$ cat src/rtl/vx_tex_agent_if.sv
// Handshake bundle for vx_tex_agent: execute-side requests, texture-unit requests and
// responses, and the commit stream. slave = the agent, master = its environment.
`ifndef VX_TEX_LOD_BITS
`define VX_TEX_LOD_BITS 4
`endif
`ifndef VX_TEX_STAGE_BITS
`define VX_TEX_STAGE_BITS 2
`endif

interface vx_tex_agent_if #(
    parameter int unsigned NUM_LANES  = 4,
    parameter int unsigned META_WIDTH = 32,
    parameter int unsigned TAG_WIDTH  = 3
);
    logic                                     exe_req_valid;
    logic                                     exe_req_ready;
    logic [NUM_LANES-1:0]                     exe_req_mask;
    logic [1:0][NUM_LANES-1:0][31:0]          exe_req_coords;
    logic [NUM_LANES-1:0][`VX_TEX_LOD_BITS-1:0] exe_req_lod;
    logic [`VX_TEX_STAGE_BITS-1:0]            exe_req_stage;
    logic [META_WIDTH-1:0]                    exe_req_meta;

    logic                                     tex_req_valid;
    logic                                     tex_req_ready;
    logic [NUM_LANES-1:0]                     tex_req_mask;
    logic [1:0][NUM_LANES-1:0][31:0]          tex_req_coords;
    logic [NUM_LANES-1:0][`VX_TEX_LOD_BITS-1:0] tex_req_lod;
    logic [`VX_TEX_STAGE_BITS-1:0]            tex_req_stage;
    logic [TAG_WIDTH-1:0]                     tex_req_tag;

    logic                                     tex_rsp_valid;
    logic                                     tex_rsp_ready;
    logic [NUM_LANES-1:0][31:0]               tex_rsp_texels;
    logic [TAG_WIDTH-1:0]                     tex_rsp_tag;

    logic                                     cmt_valid;
    logic                                     cmt_ready;
    logic [NUM_LANES-1:0]                     cmt_mask;
    logic [NUM_LANES-1:0][31:0]               cmt_data;
    logic [META_WIDTH-1:0]                    cmt_meta;

    modport slave (
        input  exe_req_valid, exe_req_mask, exe_req_coords, exe_req_lod, exe_req_stage,
        input  exe_req_meta, tex_req_ready, tex_rsp_valid, tex_rsp_texels, tex_rsp_tag,
        input  cmt_ready,
        output exe_req_ready, tex_req_valid, tex_req_mask, tex_req_coords, tex_req_lod,
        output tex_req_stage, tex_req_tag, tex_rsp_ready, cmt_valid, cmt_mask, cmt_data,
        output cmt_meta
    );

    modport master (
        output exe_req_valid, exe_req_mask, exe_req_coords, exe_req_lod, exe_req_stage,
        output exe_req_meta, tex_req_ready, tex_rsp_valid, tex_rsp_texels, tex_rsp_tag,
        output cmt_ready,
        input  exe_req_ready, tex_req_valid, tex_req_mask, tex_req_coords, tex_req_lod,
        input  tex_req_stage, tex_req_tag, tex_rsp_ready, cmt_valid, cmt_mask, cmt_data,
        input  cmt_meta
    );
endinterface

$ cat src/rtl/vx_tex_agent.sv
// Texture agent: tags requests with a pending-table slot and turns out-of-order texel
// responses into masked commits. Optional counters under TEX_AGENT_PERF_EN.
`ifndef VX_TEX_LOD_BITS
`define VX_TEX_LOD_BITS 4
`endif
`ifndef VX_TEX_STAGE_BITS
`define VX_TEX_STAGE_BITS 2
`endif
`ifndef PERF_CTR_BITS
`define PERF_CTR_BITS 44
`endif

module vx_tex_agent #(
    parameter int unsigned  NUM_LANES    = 4,
    parameter int unsigned  META_WIDTH   = 32,
    parameter int unsigned  PENDING_SIZE = 8,
    localparam int unsigned TAG_WIDTH    = $clog2(PENDING_SIZE)
) (
    input logic           clk,
    input logic           reset,
`ifdef TEX_AGENT_PERF_EN
    output logic [`PERF_CTR_BITS-1:0] perf_stall_cycles,
    output logic [TAG_WIDTH:0]        perf_pending,
`endif
    vx_tex_agent_if.slave bus
);
    localparam int unsigned LOD_BITS   = `VX_TEX_LOD_BITS;
    localparam int unsigned STAGE_BITS = `VX_TEX_STAGE_BITS;

    logic [PENDING_SIZE-1:0] r_valid;
    logic [PENDING_SIZE-1:0] w_valid_nxt;
    logic [NUM_LANES-1:0]    r_mask [PENDING_SIZE];
    logic [META_WIDTH-1:0]   r_meta [PENDING_SIZE];
    logic [TAG_WIDTH-1:0]    w_alloc_idx;
    logic                    w_full;
    logic                    w_req_fire;
    logic                    w_rsp_fire;

    logic                               r_treq_valid;
    logic [NUM_LANES-1:0]               r_treq_mask;
    logic [1:0][NUM_LANES-1:0][31:0]    r_treq_coords;
    logic [NUM_LANES-1:0][LOD_BITS-1:0] r_treq_lod;
    logic [STAGE_BITS-1:0]              r_treq_stage;
    logic [TAG_WIDTH-1:0]               r_treq_tag;

    logic                               r_cmt_valid;
    logic [NUM_LANES-1:0]               r_cmt_mask;
    logic [NUM_LANES-1:0][31:0]         r_cmt_data;
    logic [META_WIDTH-1:0]              r_cmt_meta;
    logic [NUM_LANES-1:0][31:0]         w_cmt_data;

    // Lowest-index free slot; full is judged on registered state only, so a same-cycle
    // free cannot raise exe_req_ready combinationally.
    always_comb begin
        w_alloc_idx = '0;
        w_full      = 1'b1;
        for (int i = int'(PENDING_SIZE) - 1; i >= 0; i--) begin
            if (!r_valid[i]) begin
                w_alloc_idx = TAG_WIDTH'(i);
                w_full      = 1'b0;
            end
        end
    end

    assign bus.exe_req_ready = reset && !w_full && (!r_treq_valid || bus.tex_req_ready);
    assign bus.tex_rsp_ready = reset && (!r_cmt_valid || bus.cmt_ready);
    assign w_req_fire        = bus.exe_req_valid && bus.exe_req_ready;
    assign w_rsp_fire        = bus.tex_rsp_valid && bus.tex_rsp_ready;

    always_comb begin
        w_valid_nxt = r_valid;
        if (w_rsp_fire) w_valid_nxt[bus.tex_rsp_tag] = 1'b0;
        if (w_req_fire) w_valid_nxt[w_alloc_idx] = 1'b1;
    end

    always_comb begin
        w_cmt_data = '0;
        for (int i = 0; i < int'(NUM_LANES); i++) begin
            if (r_mask[bus.tex_rsp_tag][i]) w_cmt_data[i] = bus.tex_rsp_texels[i];
        end
    end

    always_ff @(posedge clk) begin
        if (!reset) r_valid <= '0;
        else        r_valid <= w_valid_nxt;
    end

    always_ff @(posedge clk) begin
        if (w_req_fire) begin
            r_mask[w_alloc_idx] <= bus.exe_req_mask;
            r_meta[w_alloc_idx] <= bus.exe_req_meta;
        end
    end

    always_ff @(posedge clk) begin
        if (!reset) begin
            r_treq_valid  <= 1'b0;
            r_treq_mask   <= '0;
            r_treq_coords <= '0;
            r_treq_lod    <= '0;
            r_treq_stage  <= '0;
            r_treq_tag    <= '0;
        end else if (w_req_fire) begin
            r_treq_valid  <= 1'b1;
            r_treq_mask   <= bus.exe_req_mask;
            r_treq_coords <= bus.exe_req_coords;
            r_treq_lod    <= bus.exe_req_lod;
            r_treq_stage  <= bus.exe_req_stage;
            r_treq_tag    <= w_alloc_idx;
        end else if (bus.tex_req_ready) begin
            r_treq_valid  <= 1'b0;
        end
    end

    always_ff @(posedge clk) begin
        if (!reset) begin
            r_cmt_valid <= 1'b0;
            r_cmt_mask  <= '0;
            r_cmt_data  <= '0;
            r_cmt_meta  <= '0;
        end else if (w_rsp_fire) begin
            r_cmt_valid <= 1'b1;
            r_cmt_mask  <= r_mask[bus.tex_rsp_tag];
            r_cmt_data  <= w_cmt_data;
            r_cmt_meta  <= r_meta[bus.tex_rsp_tag];
        end else if (bus.cmt_ready) begin
            r_cmt_valid <= 1'b0;
        end
    end

    assign bus.tex_req_valid  = r_treq_valid;
    assign bus.tex_req_mask   = r_treq_mask;
    assign bus.tex_req_coords = r_treq_coords;
    assign bus.tex_req_lod    = r_treq_lod;
    assign bus.tex_req_stage  = r_treq_stage;
    assign bus.tex_req_tag    = r_treq_tag;
    assign bus.cmt_valid      = r_cmt_valid;
    assign bus.cmt_mask       = r_cmt_mask;
    assign bus.cmt_data       = r_cmt_data;
    assign bus.cmt_meta       = r_cmt_meta;

    a_rsp_tag_live: assert property (@(posedge clk) disable iff (!reset)
        w_rsp_fire |-> r_valid[bus.tex_rsp_tag]);

`ifdef TEX_AGENT_PERF_EN
    logic [`PERF_CTR_BITS-1:0] r_stall_cycles;

    always_ff @(posedge clk) begin
        if (!reset)                                         r_stall_cycles <= '0;
        else if (bus.exe_req_valid && !bus.exe_req_ready)   r_stall_cycles <= r_stall_cycles + 1'b1;
    end

    assign perf_stall_cycles = r_stall_cycles;
    assign perf_pending      = (TAG_WIDTH+1)'($countones(r_valid));
`endif
endmodule

$ cat src/flat_wrapper.sv
// flat-port wrapper written by rule: the top's interface ports become plain ports
module vx_tex_agent_flat 
#(
    parameter int unsigned  NUM_LANES    = 4,
    parameter int unsigned  META_WIDTH   = 32,
    parameter int unsigned  PENDING_SIZE = 8,
    localparam int unsigned TAG_WIDTH    = $clog2(PENDING_SIZE)
)
  (clk, reset, bus_exe_req_valid, bus_exe_req_mask, bus_exe_req_coords, bus_exe_req_lod, bus_exe_req_stage, bus_exe_req_meta, bus_tex_req_ready, bus_tex_rsp_valid, bus_tex_rsp_texels, bus_tex_rsp_tag, bus_cmt_ready, bus_exe_req_ready, bus_tex_req_valid, bus_tex_req_mask, bus_tex_req_coords, bus_tex_req_lod, bus_tex_req_stage, bus_tex_req_tag, bus_tex_rsp_ready, bus_cmt_valid, bus_cmt_mask, bus_cmt_data, bus_cmt_meta);
  vx_tex_agent_if #(.NUM_LANES(NUM_LANES), .META_WIDTH(META_WIDTH), .TAG_WIDTH((3))) bus_i ();
  input logic clk;
  input logic reset;
  input wire logic [$bits(bus_i.exe_req_valid)-1:0] bus_exe_req_valid;
  input wire logic [$bits(bus_i.exe_req_mask)-1:0] bus_exe_req_mask;
  input wire logic [$bits(bus_i.exe_req_coords)-1:0] bus_exe_req_coords;
  input wire logic [$bits(bus_i.exe_req_lod)-1:0] bus_exe_req_lod;
  input wire logic [$bits(bus_i.exe_req_stage)-1:0] bus_exe_req_stage;
  input wire logic [$bits(bus_i.exe_req_meta)-1:0] bus_exe_req_meta;
  input wire logic [$bits(bus_i.tex_req_ready)-1:0] bus_tex_req_ready;
  input wire logic [$bits(bus_i.tex_rsp_valid)-1:0] bus_tex_rsp_valid;
  input wire logic [$bits(bus_i.tex_rsp_texels)-1:0] bus_tex_rsp_texels;
  input wire logic [$bits(bus_i.tex_rsp_tag)-1:0] bus_tex_rsp_tag;
  input wire logic [$bits(bus_i.cmt_ready)-1:0] bus_cmt_ready;
  output wire logic [$bits(bus_i.exe_req_ready)-1:0] bus_exe_req_ready;
  output wire logic [$bits(bus_i.tex_req_valid)-1:0] bus_tex_req_valid;
  output wire logic [$bits(bus_i.tex_req_mask)-1:0] bus_tex_req_mask;
  output wire logic [$bits(bus_i.tex_req_coords)-1:0] bus_tex_req_coords;
  output wire logic [$bits(bus_i.tex_req_lod)-1:0] bus_tex_req_lod;
  output wire logic [$bits(bus_i.tex_req_stage)-1:0] bus_tex_req_stage;
  output wire logic [$bits(bus_i.tex_req_tag)-1:0] bus_tex_req_tag;
  output wire logic [$bits(bus_i.tex_rsp_ready)-1:0] bus_tex_rsp_ready;
  output wire logic [$bits(bus_i.cmt_valid)-1:0] bus_cmt_valid;
  output wire logic [$bits(bus_i.cmt_mask)-1:0] bus_cmt_mask;
  output wire logic [$bits(bus_i.cmt_data)-1:0] bus_cmt_data;
  output wire logic [$bits(bus_i.cmt_meta)-1:0] bus_cmt_meta;
  assign bus_i.exe_req_valid = bus_exe_req_valid;
  assign bus_i.exe_req_mask = bus_exe_req_mask;
  assign bus_i.exe_req_coords = bus_exe_req_coords;
  assign bus_i.exe_req_lod = bus_exe_req_lod;
  assign bus_i.exe_req_stage = bus_exe_req_stage;
  assign bus_i.exe_req_meta = bus_exe_req_meta;
  assign bus_i.tex_req_ready = bus_tex_req_ready;
  assign bus_i.tex_rsp_valid = bus_tex_rsp_valid;
  assign bus_i.tex_rsp_texels = bus_tex_rsp_texels;
  assign bus_i.tex_rsp_tag = bus_tex_rsp_tag;
  assign bus_i.cmt_ready = bus_cmt_ready;
  assign bus_exe_req_ready = bus_i.exe_req_ready;
  assign bus_tex_req_valid = bus_i.tex_req_valid;
  assign bus_tex_req_mask = bus_i.tex_req_mask;
  assign bus_tex_req_coords = bus_i.tex_req_coords;
  assign bus_tex_req_lod = bus_i.tex_req_lod;
  assign bus_tex_req_stage = bus_i.tex_req_stage;
  assign bus_tex_req_tag = bus_i.tex_req_tag;
  assign bus_tex_rsp_ready = bus_i.tex_rsp_ready;
  assign bus_cmt_valid = bus_i.cmt_valid;
  assign bus_cmt_mask = bus_i.cmt_mask;
  assign bus_cmt_data = bus_i.cmt_data;
  assign bus_cmt_meta = bus_i.cmt_meta;
  vx_tex_agent #(.NUM_LANES(NUM_LANES), .META_WIDTH(META_WIDTH), .PENDING_SIZE(PENDING_SIZE)) u_core (.clk(clk), .reset(reset), .bus(bus_i));
endmodule
$ cat config.mk
export PLATFORM = sky130hd
export DESIGN_NAME = vx_tex_agent_flat
export DESIGN_NICKNAME = d
export VERILOG_FILES = /design/src/rtl/vx_tex_agent_if.sv /design/src/rtl/vx_tex_agent.sv /design/src/flat_wrapper.sv
export SDC_FILE = /design/constraint.sdc
export NUM_CORES = 1
export LEC_CHECK = 0
export BUFFER_PORTS_ARGS = -buffer_cell sky130_fd_sc_hd__buf_2
export CAP_MARGIN = 20
export CORE_AREA = 2 2 347 349
export DETAILED_ROUTE_END_ITERATION = 16
export DIE_AREA = 0 0 349 351
export PLACE_DENSITY = 0.43
export SLEW_MARGIN = 15
export SYNTH_ARGS = -nofsm -noshare
export SYNTH_HDL_FRONTEND = slang
export SYNTH_SLANG_ARGS = --single-unit
$ cat constraint.sdc
create_clock -name clk -period 5.85 [get_ports clk]
set_clock_uncertainty 0.05 [all_clocks]
set_input_delay 0.585 -clock clk [delete_from_list [all_inputs] [get_ports clk]]
set_output_delay 0.585 -clock clk [all_outputs]
set_load 0.01 [all_outputs]
Word-level counts from Yosys, hierarchy flattened
Memory sizes are Yosys's and may differ from the RTL's. A register that Yosys moved wholly into a read port is not among the register bits.
Index checks and enable logic that the tools add are counted.
Widths: inputs -> output; s select.
Storage, ports and cells
  register bits after elaboration: 423
  latch bits: 0
  memory bits (writable): 288
  ROM bits: 0
  input port bits: 447
  output and inout port bits: 449
  word-level logic and storage cells: 79
  memories: 2
Cells by class
  $add $sub $neg: 0
  multiply operators: 0
  divide/modulo/power cells: 0
  order comparisons: 4
  equal/unequal tests: 0
  shifts and indexed selects: 0
  muxes and demuxes: 32
  bitwise operators: 3
  reductions and logical operators: 15
Memories
  u_core.r_meta: depth 8, bits a word 32, rd ports 1, clocked after Yosys merged registers in 1, wr ports 1, line vx_tex_agent.sv:33  | logic [META_WIDTH-1:0] r_meta [PENDING_SIZE];
  u_core.r_mask: depth 8, bits a word 4, rd ports 1, clocked after Yosys merged registers in 0, wr ports 1, line vx_tex_agent.sv:32  | logic [NUM_LANES-1:0] r_mask [PENDING_SIZE];
Operators with widths (number)
  $mux 32: 4
  $mux 3: 8
  $mux 1: 16
  $mux 8: 2
  $and 8x8->8: 1
  $lt 3x4->1 const B: 2
  $not 8->8: 1
  $or 8x8->8: 1
  $logic_and 1x1->1: 7
  $demux 1 s3: 2
  $ge 3x1->1 const B: 2
  $logic_not 1->1: 4
  $reduce_bool 2->1: 2
  $logic_or 1x1->1: 2

Logic depth before layout (Yosys ltp)
Gate-level depths: netlist of run 1.
  word-level depth: 14
  depth in mapped cells: 8

Least setup slack after synthesis of run 1
No wires, ideal clock.
  kind: input-to-reg
  start point: input bus_tex_req_ready
  end point: memory u_core.r_mask[3][0], enable pin
  data arrival time: 4.622 ns
  setup slack: 0.654 ns
  stages on the path: 4
  path buffers: 1
  path through: nand2b_1 > and3_1 > buf_2 > nor4bb_1
On the way
  cells in the longest elaborated chain, start to end: 5
Ends and longest elaborated chain
  start: declaration: line flat_wrapper.sv:19  | input wire logic [$bits(bus_i.tex_req_ready)-1:0] bus_tex_req_ready;
  $logic_or 1x1->1: line vx_tex_agent.sv:65  | assign bus.exe_req_ready = reset && !w_full && (!r_treq_valid || bus.tex_req_ready);
  $logic_and 1x1->1: line vx_tex_agent.sv:65
  $logic_and 1x1->1: line vx_tex_agent.sv:67  | assign w_req_fire = bus.exe_req_valid && bus.exe_req_ready;
  $mux 1: line vx_tex_agent.sv:89  | if (w_req_fire) begin
  $mux 1 (not written as such): line vx_tex_agent.sv:90  | r_mask[w_alloc_idx] <= bus.exe_req_mask;
  end: declaration: line vx_tex_agent.sv:32
No other way between the ends.

Final worst setup path of run 1
  start point: register u_core.r_treq_valid, in the netlist u_core.bus.tex_req_valid
  end point: memory u_core.r_meta[4][29], enable pin
On the way
  cells in the longest elaborated chain, start to end: 6
Ends and longest elaborated chain
  start: declaration: line vx_tex_agent.sv:39  | logic r_treq_valid;
  start signal: assignment: line vx_tex_agent.sv:97  | r_treq_valid <= 1'b0;
  start signal: assignment: line vx_tex_agent.sv:104  | r_treq_valid <= 1'b1;
  start signal: assignment: line vx_tex_agent.sv:111  | r_treq_valid <= 1'b0;
  $logic_not 1->1: line vx_tex_agent.sv:65
  $logic_or 1x1->1: line vx_tex_agent.sv:65
  $logic_and 1x1->1: line vx_tex_agent.sv:65
  $logic_and 1x1->1: line vx_tex_agent.sv:67
  $mux 1: line vx_tex_agent.sv:89
  $mux 1 (not written as such): line vx_tex_agent.sv:91  | r_meta[w_alloc_idx] <= bus.exe_req_meta;
  end: declaration: line vx_tex_agent.sv:33
No other way between the ends.

==> parameters.txt, run 1 <==
Parameter                              Value

Status
  Status    finished, final reports clean

Worst setup path
  Data required time of the worst path    6.10 ns
  Reg-to-reg slack, setup    just under 3 ns
  Worst path max stage delay    0.66 ns
  CP Buf/Inv Count    1
  WP data arrival    roughly 3.2 ns
  Critical Path, Cell by Cell    nand2b_1 > and3_1 > nand3_1 > nor2_4 > buf_4
  CP top delay family    simple AND/OR/NAND/NOR gates
  Cells on worst reg2reg path    5
  Kind of critical path    reg -> reg
  Capture point of the worst reg-to-reg path    u_core.r_meta[4][29]$_DFFE_PP_
  Launching element type of the critical path    register
  Worst reg2reg startpoint    u_core.bus.tex_req_valid$_SDFFE_PN0P_
  Crit-path max FO    21
  Capturing element type of the critical path    register
  Slowest cell on crit path    nor2_4

Detailed routing
  Antenna violation net count after detailed routing    0
  Total Routed Length    101600 um
  Initial DRC count    1560
  Final routed wire length divided by cell count    21.33 um
  Per-cell via count in the routed design    4.363
  Number of remaining DRC errors    0
  Via count    20780
  DRT Pass-1 Iters    7

Timing
  Time the final worst path needs with I/O delays and setup    2.944 ns
  Setup repair after global routing missed its margin    false
  Final Hold Vio Count    0
  Max Slew Vio Count    0
  Slew headroom    0.2398
  Share of the cycle needed by the critical path after routing    0.5033
  Worst hold margin    0.07917 ns
  Sum of negative setup slack    0 ns
  Maximum frequency from static timing analysis    0.3397 GHz
  Setup-failing EPs final    0
  Transition time of the tightest slew-check pin    approximately 1.1 ns

Clock network
  Buffer depth of the longest clock path    3
  Root cell of the clock tree    clkbuf_16
  CTS clk-pin slew, worst paths    roughly 0.06 ns
  Post_cts resized    0
  Cts hold-fix bufs    0
  CTS tree    done
  Buffer count from post-CTS setup fixing    0
  H-tree depth    3
  Number of buffers created by CTS    89
  # clock sinks    between 700 and 800
  Clock insertion delay at the later pin of the skew report    0.66 ns

Finish
  Area overhead of the layout relative to synthesis    33.12%
  Area used by multi-input combinational logic    7609 um2
  Storage element area    17760 um2
  Fraction of layout cells with a size suffix above 1    0.3480
  Net total in the final layout    3581
  # fillers    12590

Global routing
  Pin count of the biggest net entering global routing    roughly 170
  Total global routing overflow    0
  Global Route Usage Sum    0.1546
  Initial antenna violation count    25
  First-pass GRT wire length    139900 um
  Vias in the first global route    19560

Yosys
  Number of enable flip-flop cells after synthesis    288
  Area fraction in compound gates after synthesis    0.1702
  Mean Syn Cell Area    ~11 um2
  Area share of fa/ha/maj cells after synthesis    0
  Synth Area in XOR/XNOR    0
  Sequential-to-total area share from yosys stat    0.6733
  Yosys warning count    0
  Mux cell area share after synthesis    0.0008066
  Seq cells post-synth    743
  Dominant combinational cell family by area after synthesis    compound AO/OA/AOI/OAI gates
  FFs w/ async S/R, synth    0
  Cell count after synthesis    ~2300
  Synthesized area    26370 um2
  Synth Area in Simple Gates    0.1136
  Most used flip-flop cell after synthesis    dfxtp_1
  Count of different cell masters after synthesis    55
  Total nets after synthesis    2750

Hold path
  Start point of the worst hold path    bus_tex_rsp_texels[51]
  Worst min-delay path endpoint    u_core.bus.cmt_data[51]$_SDFFE_PN0P_
  Classification of the worst-slack hold path    in -> reg
  Worst hold path depth    2

Placed design
  # port buffers    895
  Placer congestion estimate    0.7856
  Half-perimeter wire length after placement    67670 um

Power
  Power density over the cells    348.4 nW/um2
  Cell internal power dissipation    9186 uW
  Largest vdd supply drop    0.1834 mV
  Proportion of power drawn by the clock network    0.456
  Relative contribution of sequential cells to total power    0.462
  Proportion of total power due to net switching    0.2490
  Relative contribution of combinational cells to total power    0.082
  Switching power of the nets    3045 uW
  Leak Pwr    0.01420 uW

Floorplanning
  Vertical die dimension    351 um
  Initial standard-cell utilization of the core    0.2216
  Io pins    896
  Total die area    roughly 120000 um2
  Number of core rows    127
  Horizontal die dimension    349 um
  Placeable core region    119000 um2

Flow run
  Max Cap Viol    0
[cells by family (layout without fill, tap and decap cells)]
group                  after synthesis  after routing
and+or+nand+nor                    719            719
buffers and inverters              191           1095
AOI/OAI and AO/OA                  648            648
muxes                                2              2
other                                0              9
DFF                                743            743
[cells in the final DEF, fill, tap and decap left out, types with 4 or more instances in the layout]
| cell type | Yosys | layout |
|---|---|---|
| clkinv_1 | 0 | 4 |
| clkbuf_1 | 65 | 19 |
| clkbuf_16 | 0 | 92 |
| o21ai_0 | 6 | 6 |
| inv_1 | 5 | 4 |
| a31oi_1 | 39 | 39 |
| a22o_1 | 160 | 160 |
| nor2_4 | 1 | 6 |
| diode_2 | 0 | 9 |
| a32oi_1 | 6 | 6 |
| edfxtp_1 | 288 | 288 |
| clkinv_4 | 0 | 4 |
| clkinv_2 | 0 | 15 |
| a221oi_1 | 47 | 47 |
| a21oi_1 | 319 | 319 |
| nor2b_1 | 8 | 8 |
| buf_12 | 0 | 4 |
| buf_4 | 11 | 27 |
| buf_2 | 75 | 894 |
| nand3_1 | 71 | 70 |
| clkbuf_8 | 0 | 16 |
| nor2_1 | 11 | 6 |
| o211ai_1 | 32 | 32 |
| nand2_1 | 595 | 595 |
| nand4_1 | 4 | 4 |
| a221oi_2 | 17 | 17 |
| dfxtp_1 | 455 | 455 |
[worst max path at each step]
stage                                      endpoint  slack [ns]  cells after the start                             startpoint
3_5_place_dp   u_core.bus.cmt_data[73]$_SDFFE_PN0P_        2.25                      6                                  reset
6_report             u_core.r_meta[4][29]$_DFFE_PP_        2.91                      5  u_core.bus.tex_req_valid$_SDFFE_PN0P_
4_1_cts              u_core.r_meta[7][28]$_DFFE_PP_        2.84                      5  u_core.bus.tex_req_valid$_SDFFE_PN0P_
5_1_grt              u_core.r_meta[5][20]$_DFFE_PP_        2.73                      5  u_core.bus.tex_req_valid$_SDFFE_PN0P_
3_3_place_gp    u_core.bus.cmt_data[8]$_SDFFE_PN0P_        2.25                      6                                  reset
2_1_floorplan         u_core.r_mask[3][0]$_DFFE_PP_        0.65                      4                      bus_tex_req_ready
[synthesized netlist by cell type (2+ instances only)]
master | n | area (um2)
a21o_1 | 3 | 22.52
a21oi_1 | 319 | 1597
a221oi_1 | 47 | 411.6
a221oi_2 | 17 | 255.2
a22o_1 | 160 | 1401
a311oi_1 | 3 | 26.28
a31oi_1 | 39 | 244.0
a32oi_1 | 6 | 52.55
a41oi_4 | 3 | 82.58
and2_1 | 4 | 25.02
and3_1 | 3 | 18.77
and3b_1 | 3 | 26.28
buf_1 | 6 | 22.52
buf_2 | 75 | 375.4
buf_4 | 11 | 82.58
buf_6 | 19 | 214.0
buf_8 | 10 | 150.1
clkbuf_1 | 65 | 244.0
dfxtp_1 | 455 | 9109
edfxtp_1 | 288 | 8648
inv_1 | 5 | 18.77
nand2_1 | 595 | 2233
nand2b_1 | 2 | 12.51
nand3_1 | 71 | 355.3
nand4_1 | 4 | 25.02
nor2_1 | 11 | 41.29
nor2b_1 | 8 | 50.05
nor3b_4 | 3 | 56.30
nor4b_1 | 3 | 26.28
nor4bb_1 | 4 | 40.04
o211ai_1 | 32 | 240.2
o21ai_0 | 6 | 30.03
[worst reg2reg max path, delay by kind of cell, from the launching register on]
family        cells  cell delay, ns
simple gates      4            1.69
buf+inv           1            0.53
flops             1            0.30
[area by class of cell]
type / instances / share of cell area
well taps: 1548 / 0.05517
inverters: 5 / 0.0007484
multi-input cells: 1369 / 0.2167
diodes: 9 / 0.0006415
clock inverters: 36 / 0.01051
repair buffers: 926 / 0.1363
clock buffers: 128 / 0.07410
flip-flops and latches: 743 / 0.5058
[metrics by stage]
stage	worst slack [ns]	util	cell area, um2	power (uW)	instances
after CTS	2.842	0.2945	35060	12420	4754
after global placement	2.251	0.2696	32090	6782	4590
final	2.906	0.2950	35110	12230	4764
after floorplan	0.6543	-	26370	6247	2303
after global routing	2.729	0.2949	35100	12730	4762
after detailed placement	2.251	0.2696	32090	6783	4590
[power groups by stage]
stage	registers, uW	clock network (uW)	logic, uW
floorplan	5830	0	420
global placement	5770	0	1020
detailed placement	5770	0	1020
CTS	5660	5740	1020
global route	5680	5950	1100
finish	5660	5570	1000
[flip-flops by register name, summed over array words and instances, names as in the netlist]
register / flops
u_core.bus.tex_req_mask: 4
u_core.bus.tex_req_stage: 2
u_core.bus.tex_req_valid: 1
u_core.bus.cmt_meta: 32
u_core.bus.tex_req_tag: 3
u_core.r_mask: 32
u_core.bus.cmt_data: 128
u_core.bus.cmt_mask: 4
u_core.bus.tex_req_lod: 16
u_core.bus.tex_req_coords: 256
u_core.r_meta: 256
u_core.bus.cmt_valid: 1
u_core.r_valid: 8
[per-layer routing]
metal | track usage | vias to the layer above | wire length (um)
met2 | 0.2413 | 660 | 47150
met3 | 0.04706 | 156 | 7498
met1 | 0.2024 | 9953 | 44490
met4 | 0.05287 | 24 | 2361
li1 | - | 9991 | -
met5 | 0 | - | 135
Note: power is estimated with default switching activity, not from simulation.
==> inputs of run 2 (changes only) <==
--- a/config.mk
+++ b/config.mk
@@ -5,12 +5,13 @@
 export SDC_FILE = /design/constraint.sdc
 export NUM_CORES = 1
 export LEC_CHECK = 0
+export ABC_AREA = 1
 export BUFFER_PORTS_ARGS = -buffer_cell sky130_fd_sc_hd__buf_2
 export CAP_MARGIN = 20
-export CORE_AREA = 2 2 347 349
+export CORE_AREA = 2 2 351 353
 export DETAILED_ROUTE_END_ITERATION = 16
-export DIE_AREA = 0 0 349 351
-export PLACE_DENSITY = 0.43
+export DIE_AREA = 0 0 353 355
+export PLACE_DENSITY = 0.44
 export SLEW_MARGIN = 15
 export SYNTH_ARGS = -nofsm -noshare
 export SYNTH_HDL_FRONTEND = slang
==> constraint.sdc (replaced) <==
create_clock -name clk -period 2.6 [get_ports clk]
set_clock_uncertainty 0.05 [all_clocks]
set_input_delay 0.26 -clock clk [delete_from_list [all_inputs] [get_ports clk]]
set_output_delay 0.26 -clock clk [all_outputs]
set_load 0.01 [all_outputs]
==> run 2 against run 1 <==
Net effect: synthesized cell count increased by 22%; global-route usage increased by 3.4 points; first-iteration DRC count increased by 24%; cell area increased by 16%; combinational power increased to 3.3 times the previous value; register-to-register slack got worse by 2.6 ns; sequential share of layout area decreased by 7.1 points; critical path type is now reg -> out; highest routed layer unchanged.
==> parameters.txt, run 2 <==
Parameter                              Value

Status
  Status    finished, final reports clean

Clock network
  # clock sinks    743 (unchanged)
  Buffer count from post-CTS setup fixing    0 (unchanged)
  H-tree depth    3 (unchanged)
  CTS clk-pin slew, worst paths    0.06 ns (about the same)
  Root cell of the clock tree    clkbuf_16
  CTS tree    done
  Buffer depth of the longest clock path    3 (unchanged)
  Number of buffers created by CTS    87 (-2.2%)
  Clock insertion delay at the later pin of the skew report    0.69 ns (+0.03 ns)

Yosys
  Mean Syn Cell Area    9.543 um2 (-17%)
  Number of enable flip-flop cells after synthesis    288 (unchanged)
  Cell accounting for the most synthesized area    dfxtp_1
  Yosys top cell area share    0.3386 (-0.006796)
  Count of different cell masters after synthesis    31 (-44%)
  Seq cells post-synth    743 (unchanged)
  Synthesized area    26900 um2 (+2.0%)
  Total nets after synthesis    3266 (+19%)
  FFs w/ async S/R, synth    0 (unchanged)
  Most frequent cell after synthesis    nor2_1
  Sequential-to-total area share from yosys stat    0.6601 (-0.01325)
  Cell count after synthesis    2819 (+22%)
  Yosys warning count    0 (unchanged)
  Top cells by count, synth    578 x nor2_1, 551 x nand2_1, 455 x dfxtp_1
  Dominant cells by area after synthesis    dfxtp_1 34%, edfxtp_1 32%, nor2_1 8.1%
  Most used flip-flop cell after synthesis    dfxtp_1

Timing
  Setup-failing EPs final    0 (unchanged)
  Final Hold Vio Count    0 (unchanged)
  Share of the cycle needed by the critical path after routing    0.8846
  Transition time of the tightest slew-check pin    0.9446 ns (-0.1956 ns)
  Time the final worst path needs with I/O delays and setup    2.300 ns
  Sum of negative setup slack    0 ns (unchanged)
  Max Slew Vio Count    0 (unchanged)
  Maximum frequency from static timing analysis    0.4348 GHz
  Slew headroom    0.3702 (+0.1304)
  Setup repair after global routing missed its margin    false

Placed design
  Placer congestion estimate    0.8352 (+6.3%)
  Placed inst area    33420 um2 (+4.2%)
  # port buffers    895 (unchanged)
  Half-perimeter wire length after placement    86970 um (+29%)

Detailed routing
  Number of remaining DRC errors    0 (unchanged)
  Via count    25010 (+20%)
  DRT Pass-1 Iters    5 (-2)
  Final routed wire length divided by cell count    21.16 um (-0.82%)
  Antenna violation net count after detailed routing    0 (unchanged)
  Total Routed Length    123300 um (+21%)
  Initial DRC count    1939 (+24%)
  Per-cell via count in the routed design    4.292 (-1.6%)

Finish
  Area overhead of the layout relative to synthesis    51.79%
  # fillers    12720 (+1.0%)
  Finished Cell Area    40830 um2 (+16%)
  Commonest cells after routing, fill and taps aside    894 x buf_2, 574 x nor2_1, 549 x nand2_1
  Fraction of layout cells with a size suffix above 1    0.2709 (-0.07706)
  Most frequent standard cell in the layout excluding fill and tap cells    buf_2
  Net total in the final layout    4570 (+28%)
  Fin util    0.3364 (+0.04139)

Hold path
  Classification of the worst-slack hold path    in -> reg

Floorplanning
  Horizontal die dimension    353 um (+1.1%)
  Placeable core region    121400 um2 (+2.0%)
  Io pins    896 (unchanged)
  Vertical die dimension    355 um (+1.1%)
  Initial standard-cell utilization of the core    0.2216 (about the same)
  Number of core rows    128 (+0.79%)
  Total die area    125300 um2 (+2.3%)

Global routing
  Global Route Usage Sum    0.1890 (+0.03440)
  First-pass GRT wire length    174100 um (+24%)
  Pin count of the biggest net entering global routing    163 (-6.3%)
  Vias in the first global route    24400 (+25%)
  Total global routing overflow    0 (unchanged)
  Initial antenna violation count    30 (+20%)

Power
  Largest vdd supply drop    0.5029 mV (+170%)
  Power density over the cells    703.2 nW/um2 (+100%)
  Leak Pwr    0.01716 uW (+21%)

Worst setup path
  Crit-path max FO    3 (-86%)
  Capturing element type of the critical path    output pin
  Slowest cell on crit path    a21oi_1
  Critical Path, Cell by Cell    nand2_1 > nand2_1 > a21oi_1 > buf_2
  Kind of critical path    reg -> out
  Launching element type of the critical path    register
  Dominant cell type by count on the critical path    nand2_1
  CP Buf/Inv Count    1 (unchanged)
  Data required time of the worst path    2.29 ns (-3.81 ns)
  WP data arrival    1.99 ns (-1.21 ns)
  Worst path max stage delay    0.34 ns (-0.32 ns)
  CP top delay family    simple AND/OR/NAND/NOR gates

Flow run
  Max Cap Viol    0 (unchanged)
run 2: changes by cell type after synthesis, moves of 21 or more:
cell,before,now
o211ai_1,32,0
a22o_1,160,0
nand4_1,4,42
a221oi_1,47,0
o21ai_1,0,86
nand3_1,71,167
nor2_1,11,578
o21ai_0,6,229
nand2_1,595,551
buf_2,75,96
a21oi_1,319,181
a31oi_1,39,0
run 2: area by class of cell:
type | instances | area, um2 | share of cell area
clock inverter | 36 | 478.0 | 0.01171
multi-input combinational | 1860 | 8114 | 0.1987
clock buffer | 123 | 2495 | 0.06110
sequential | 743 | 17760 | 0.4349
antenna | 10 | 25.02 | 0.0006129
timing repair buffer | 1409 | 9827 | 0.2407
inverter | 22 | 102.6 | 0.002513
tap | 1625 | 2033 | 0.04979
run 2: logic make-up (layout without fill, tap and decap cells):
kind of cell | after synthesis | after routing | share of synthesized area
AND/OR/NAND/NOR | 1360 | 1360 | 0.2061
buffers and inverters | 216 | 1590 | 0.04042
flip-flops | 743 | 743 | 0.6601
other | 0 | 10 | 0
AO/OA/AOI/OAI | 500 | 500 | 0.09340
run 2: metrics by stage:
| step | total power, uW | hold slack, ns | std cells | worst slack (ns) |
|---|---|---|---|---|
| global route | 29880 | 0.1164 | 5825 | 0.1224 |
| finish | 28710 | 0.1344 | 5828 | 0.3000 |
| global placement | 15740 | 0.3987 | 5218 | 0.3174 |
| floorplan | 14220 | 0.3089 | 2819 | -0.4522 |
| CTS | 29100 | 0.08025 | 5818 | 0.1574 |
| detailed placement | 15750 | 0.4029 | 5218 | 0.3535 |
run 2: worst paths after layout:
kind                                              start                                          end  slack (ns)  depth (start not counted)
hold / removal                                    reset       u_core.bus.tex_req_tag[2]$_SDFFE_PN0P_        0.13                          6
setup reg to reg           u_core.r_valid[0]$_SDFF_PN0_  u_core.bus.tex_req_coords[163]$_SDFFE_PN0P_        0.32                          8
setup / recovery  u_core.bus.tex_req_valid$_SDFFE_PN0P_                            bus_exe_req_ready        0.30                          4
hold reg to reg    u_core.bus.cmt_data[12]$_SDFFE_PN0P_         u_core.bus.cmt_data[12]$_SDFFE_PN0P_        0.41                          2
run 2: routing by layer:
| metal | up-vias | track usage | share of wire | routed length [um] |
|---|---|---|---|---|
| met5 | - | 0 | 0.0010 | 129 |
| met4 | 20 | 0.06196 | 0.034 | 4254 |
| met3 | 205 | 0.06415 | 0.087 | 10700 |
| met2 | 892 | 0.2774 | 0.42 | 51990 |
| met1 | 11810 | 0.2592 | 0.46 | 56250 |
| li1 | 12090 | - | - | - |
run 2: power breakdown:
group	leakage (uW)	switching [uW]	internal, uW	total, uW
sequential	0.00633	221	12500	12700
clock	0.00145	5300	7370	12700
combinational	0.00937	1910	1390	3300
run 2: tightest hold or removal path: stages:
cell,delay [ns]
buf_8,0.13
nand3_1,0.10
nor2_1,0.08
nor2_1,0.09
o21ai_0,0.08
inv_1,0.05
run 2: what timing repair did:
action | in CTS | in global routing
hold buffers | 441 | 0
gates resized for setup | 0 | 0
endpoints found under the hold margin | 696 | 0
==> inputs of run 3 (changes only) <==
--- a/config.mk
+++ b/config.mk
@@ -5,12 +5,11 @@
 export SDC_FILE = /design/constraint.sdc
 export NUM_CORES = 1
 export LEC_CHECK = 0
-export ABC_AREA = 1
 export BUFFER_PORTS_ARGS = -buffer_cell sky130_fd_sc_hd__buf_2
 export CAP_MARGIN = 20
-export CORE_AREA = 2 2 351 353
+export CORE_AREA = 2 2 349 351
 export DETAILED_ROUTE_END_ITERATION = 16
-export DIE_AREA = 0 0 353 355
+export DIE_AREA = 0 0 351 353
 export PLACE_DENSITY = 0.44
 export SLEW_MARGIN = 15
 export SYNTH_ARGS = -nofsm -noshare
==> run 3 against run 2 <==
Net effect: die area fell by 1.1%; global-route usage fell by 3.1 points; flip-flop and latch count did not move; worst hold slack got worse by 0.0020 ns; sequential power barely moved; via count fell by 9.4%; highest routed layer unchanged.
==> parameters.txt, run 3 (synthesized netlist as in run 1, its figures left out) <==
Parameter                              Value

Clock network
  Buffer count from post-CTS setup fixing    0 (unchanged)
  # clock sinks    743 (unchanged)
  CTS clk-pin slew, worst paths    0.06 ns (about the same)
  Cts hold-fix bufs    440 (-0.23%)
  H-tree depth    3 (unchanged)
  CTS tree    done
  Buffer depth of the longest clock path    3 (unchanged)
  Clock insertion delay at the later pin of the skew report    0.66 ns (-0.03 ns)
  Post_cts resized    0 (unchanged)
  Root cell of the clock tree    clkbuf_16
  Number of buffers created by CTS    89 (+2.3%)

Worst setup path
  Critical Path, Cell by Cell    nand4_4 > o211a_1 > buf_2
  Slowest cell on crit path    dfxtp_1
  Capturing element type of the critical path    output pin
  CP Buf/Inv Count    1 (unchanged)
  Kind of critical path    reg -> out
  WP data arrival    1.90 ns (-0.09 ns)
  Data required time of the worst path    2.29 ns (about the same)
  Crit-path max FO    9 (+6)
  CP top delay family    flip-flops
  Reg-to-reg slack, setup    0.46 ns (+0.14 ns)
  Worst path max stage delay    0.57 ns (+0.23 ns)
  Launching element type of the critical path    register

Detailed routing
  Via count    22670 (-9.4%)
  Total Routed Length    103900 um (-16%)
  Final routed wire length divided by cell count    19.60 um (-7.4%)
  Number of remaining DRC errors    0 (unchanged)
  Antenna violation net count after detailed routing    0 (unchanged)
  Per-cell via count in the routed design    4.278 (-0.31%)
  DRT Pass-1 Iters    5 (unchanged)
  Initial DRC count    1496 (-23%)

Power
  Largest vdd supply drop    0.4980 mV (-0.98%)
  Leak Pwr    0.01625 uW (-5.3%)
  Total chip power    28280 uW (-1.5%)
  Power density over the cells    704.3 nW/um2 (+0.15%)

Finish
  Area overhead of the layout relative to synthesis    52.25%
  Finished Cell Area    40150 um2 (-1.7%)
  Net total in the final layout    4046 (-11%)
  Layout Cells excl Fill    5299 (-9.1%)
  # fillers    12330 (-3.0%)
  Most frequent standard cell in the layout excluding fill and tap cells    buf_2
  Fraction of layout cells with a size suffix above 1    0.3095 (+0.03859)
  Commonest cells after routing, fill and taps aside    894 x buf_2, 595 x nand2_1, 455 x dfxtp_1

Floorplanning
  Io pins    896 (unchanged)
  Number of core rows    128 (unchanged)
  Initial standard-cell utilization of the core    0.2187 (-0.002917)
  Vertical die dimension    353 um (-0.56%)
  Horizontal die dimension    351 um (-0.57%)
  Placeable core region    120600 um2 (-0.66%)
  Total die area    123900 um2 (-1.1%)

Placed design
  Placed inst area    32730 um2 (-2.1%)
  Placer congestion estimate    0.8271 (-0.97%)
  Number of cells after detailed placement    4693 (-10%)
  # port buffers    895 (unchanged)
  Half-perimeter wire length after placement    68250 um (-22%)

Timing
  Maximum frequency from static timing analysis    0.4525 GHz (+4.1%)
  Setup repair after global routing missed its margin    false
  Setup-failing EPs final    0 (unchanged)
  Time the final worst path needs with I/O delays and setup    2.210 ns (-0.09024 ns)
  Final Hold Vio Count    0 (unchanged)
  Slew headroom    0.5267 (+0.1565)
  Transition time of the tightest slew-check pin    0.7099 ns (-0.2347 ns)
  Max Slew Vio Count    0 (unchanged)
  Sum of negative setup slack    0 ns (unchanged)
  Share of the cycle needed by the critical path after routing    0.8499 (-0.03471)

Hold path
  Classification of the worst-slack hold path    in -> reg

Global routing
  Global Route Usage Sum    0.1584 (-0.03053)
  Pin count of the biggest net entering global routing    140 (-14%)
  Total global routing overflow    0 (unchanged)
  First-pass GRT wire length    147900 um (-15%)
  Vias in the first global route    22170 (-9.2%)
  Initial antenna violation count    16 (-47%)

Status
  Status    finished, final reports clean

Flow run
  Max Cap Viol    0 (unchanged)
run 3: changes by cell type in the layout (fill, tap and decap cells not counted), moves of 39 or more:
cell	previous run	this run
a31oi_1	0	39
nor2_1	574	6
a221oi_1	0	47
a22o_1	0	160
o21ai_1	86	0
nand3_1	167	70
a21oi_1	181	319
nand2_1	549	595
o21ai_0	229	6
run 3: final cells by class:
class / instances / area [um2] / share of cell area
sequential: 743 / 17760 / 0.4423
timing repair buffer: 1391 / 9707 / 0.2418
multi-input combinational: 1369 / 7614 / 0.1896
clock buffer: 128 / 2590 / 0.06451
tap: 1625 / 2033 / 0.05064
clock inverter: 31 / 406.6 / 0.01013
inverter: 5 / 26.28 / 0.0006544
antenna: 7 / 17.52 / 0.0004363
run 3: tightest hold or removal path, stage by stage:
cell and delay [ns]:
buf_4 0.20, inv_8 0.16, o22ai_1 0.16
run 3: report_power, final:
| part | internal [uW] | total (uW) | leakage (uW) | switching [uW] |
|---|---|---|---|---|
| logic | 1340 | 2900 | 0.00847 | 1560 |
| registers | 12500 | 12700 | 0.00632 | 221 |
| clock network | 7390 | 12700 | 0.00145 | 5270 |
| total | 21200 | 28300 | 0.0163 | 7050 |
run 3: path summary, 6_finish.rpt:
kind | start | to | depth (start not counted)
max | u_core.r_valid[1]$_SDFF_PN0_ | bus_exe_req_ready | 3
min reg2reg | u_core.bus.cmt_mask[3]$_SDFFE_PN0P_ | u_core.bus.cmt_mask[3]$_SDFFE_PN0P_ | 1
max reg2reg | u_core.r_valid[1]$_SDFF_PN0_ | u_core.r_meta[4][3]$_DFFE_PP_ | 5
min | reset | u_core.r_valid[5]$_SDFF_PN0_ | 3
run 3: through the flow:
step	utilization	setup WS, ns	hold WS [ns]
global placement	0.2714	0.3281	0.3801
global route	0.3329	0.2294	0.08784
CTS	0.3328	0.3096	0.05609
finish	0.3329	0.3903	0.1324
floorplan	-	-0.4658	0.3089
detailed placement	0.2714	0.3182	0.3891
run 3: per-layer routing:
| metal | vias up | global-route usage | routed length [um] | share of wire |
|---|---|---|---|---|
| met5 | - | 0 | 109 | 0.0010 |
| met4 | 18 | 0.04498 | 2316 | 0.022 |
| met3 | 160 | 0.05188 | 8320 | 0.080 |
| met2 | 690 | 0.2531 | 47450 | 0.46 |
| met1 | 10900 | 0.2035 | 45670 | 0.44 |
| li1 | 10900 | - | - | - |
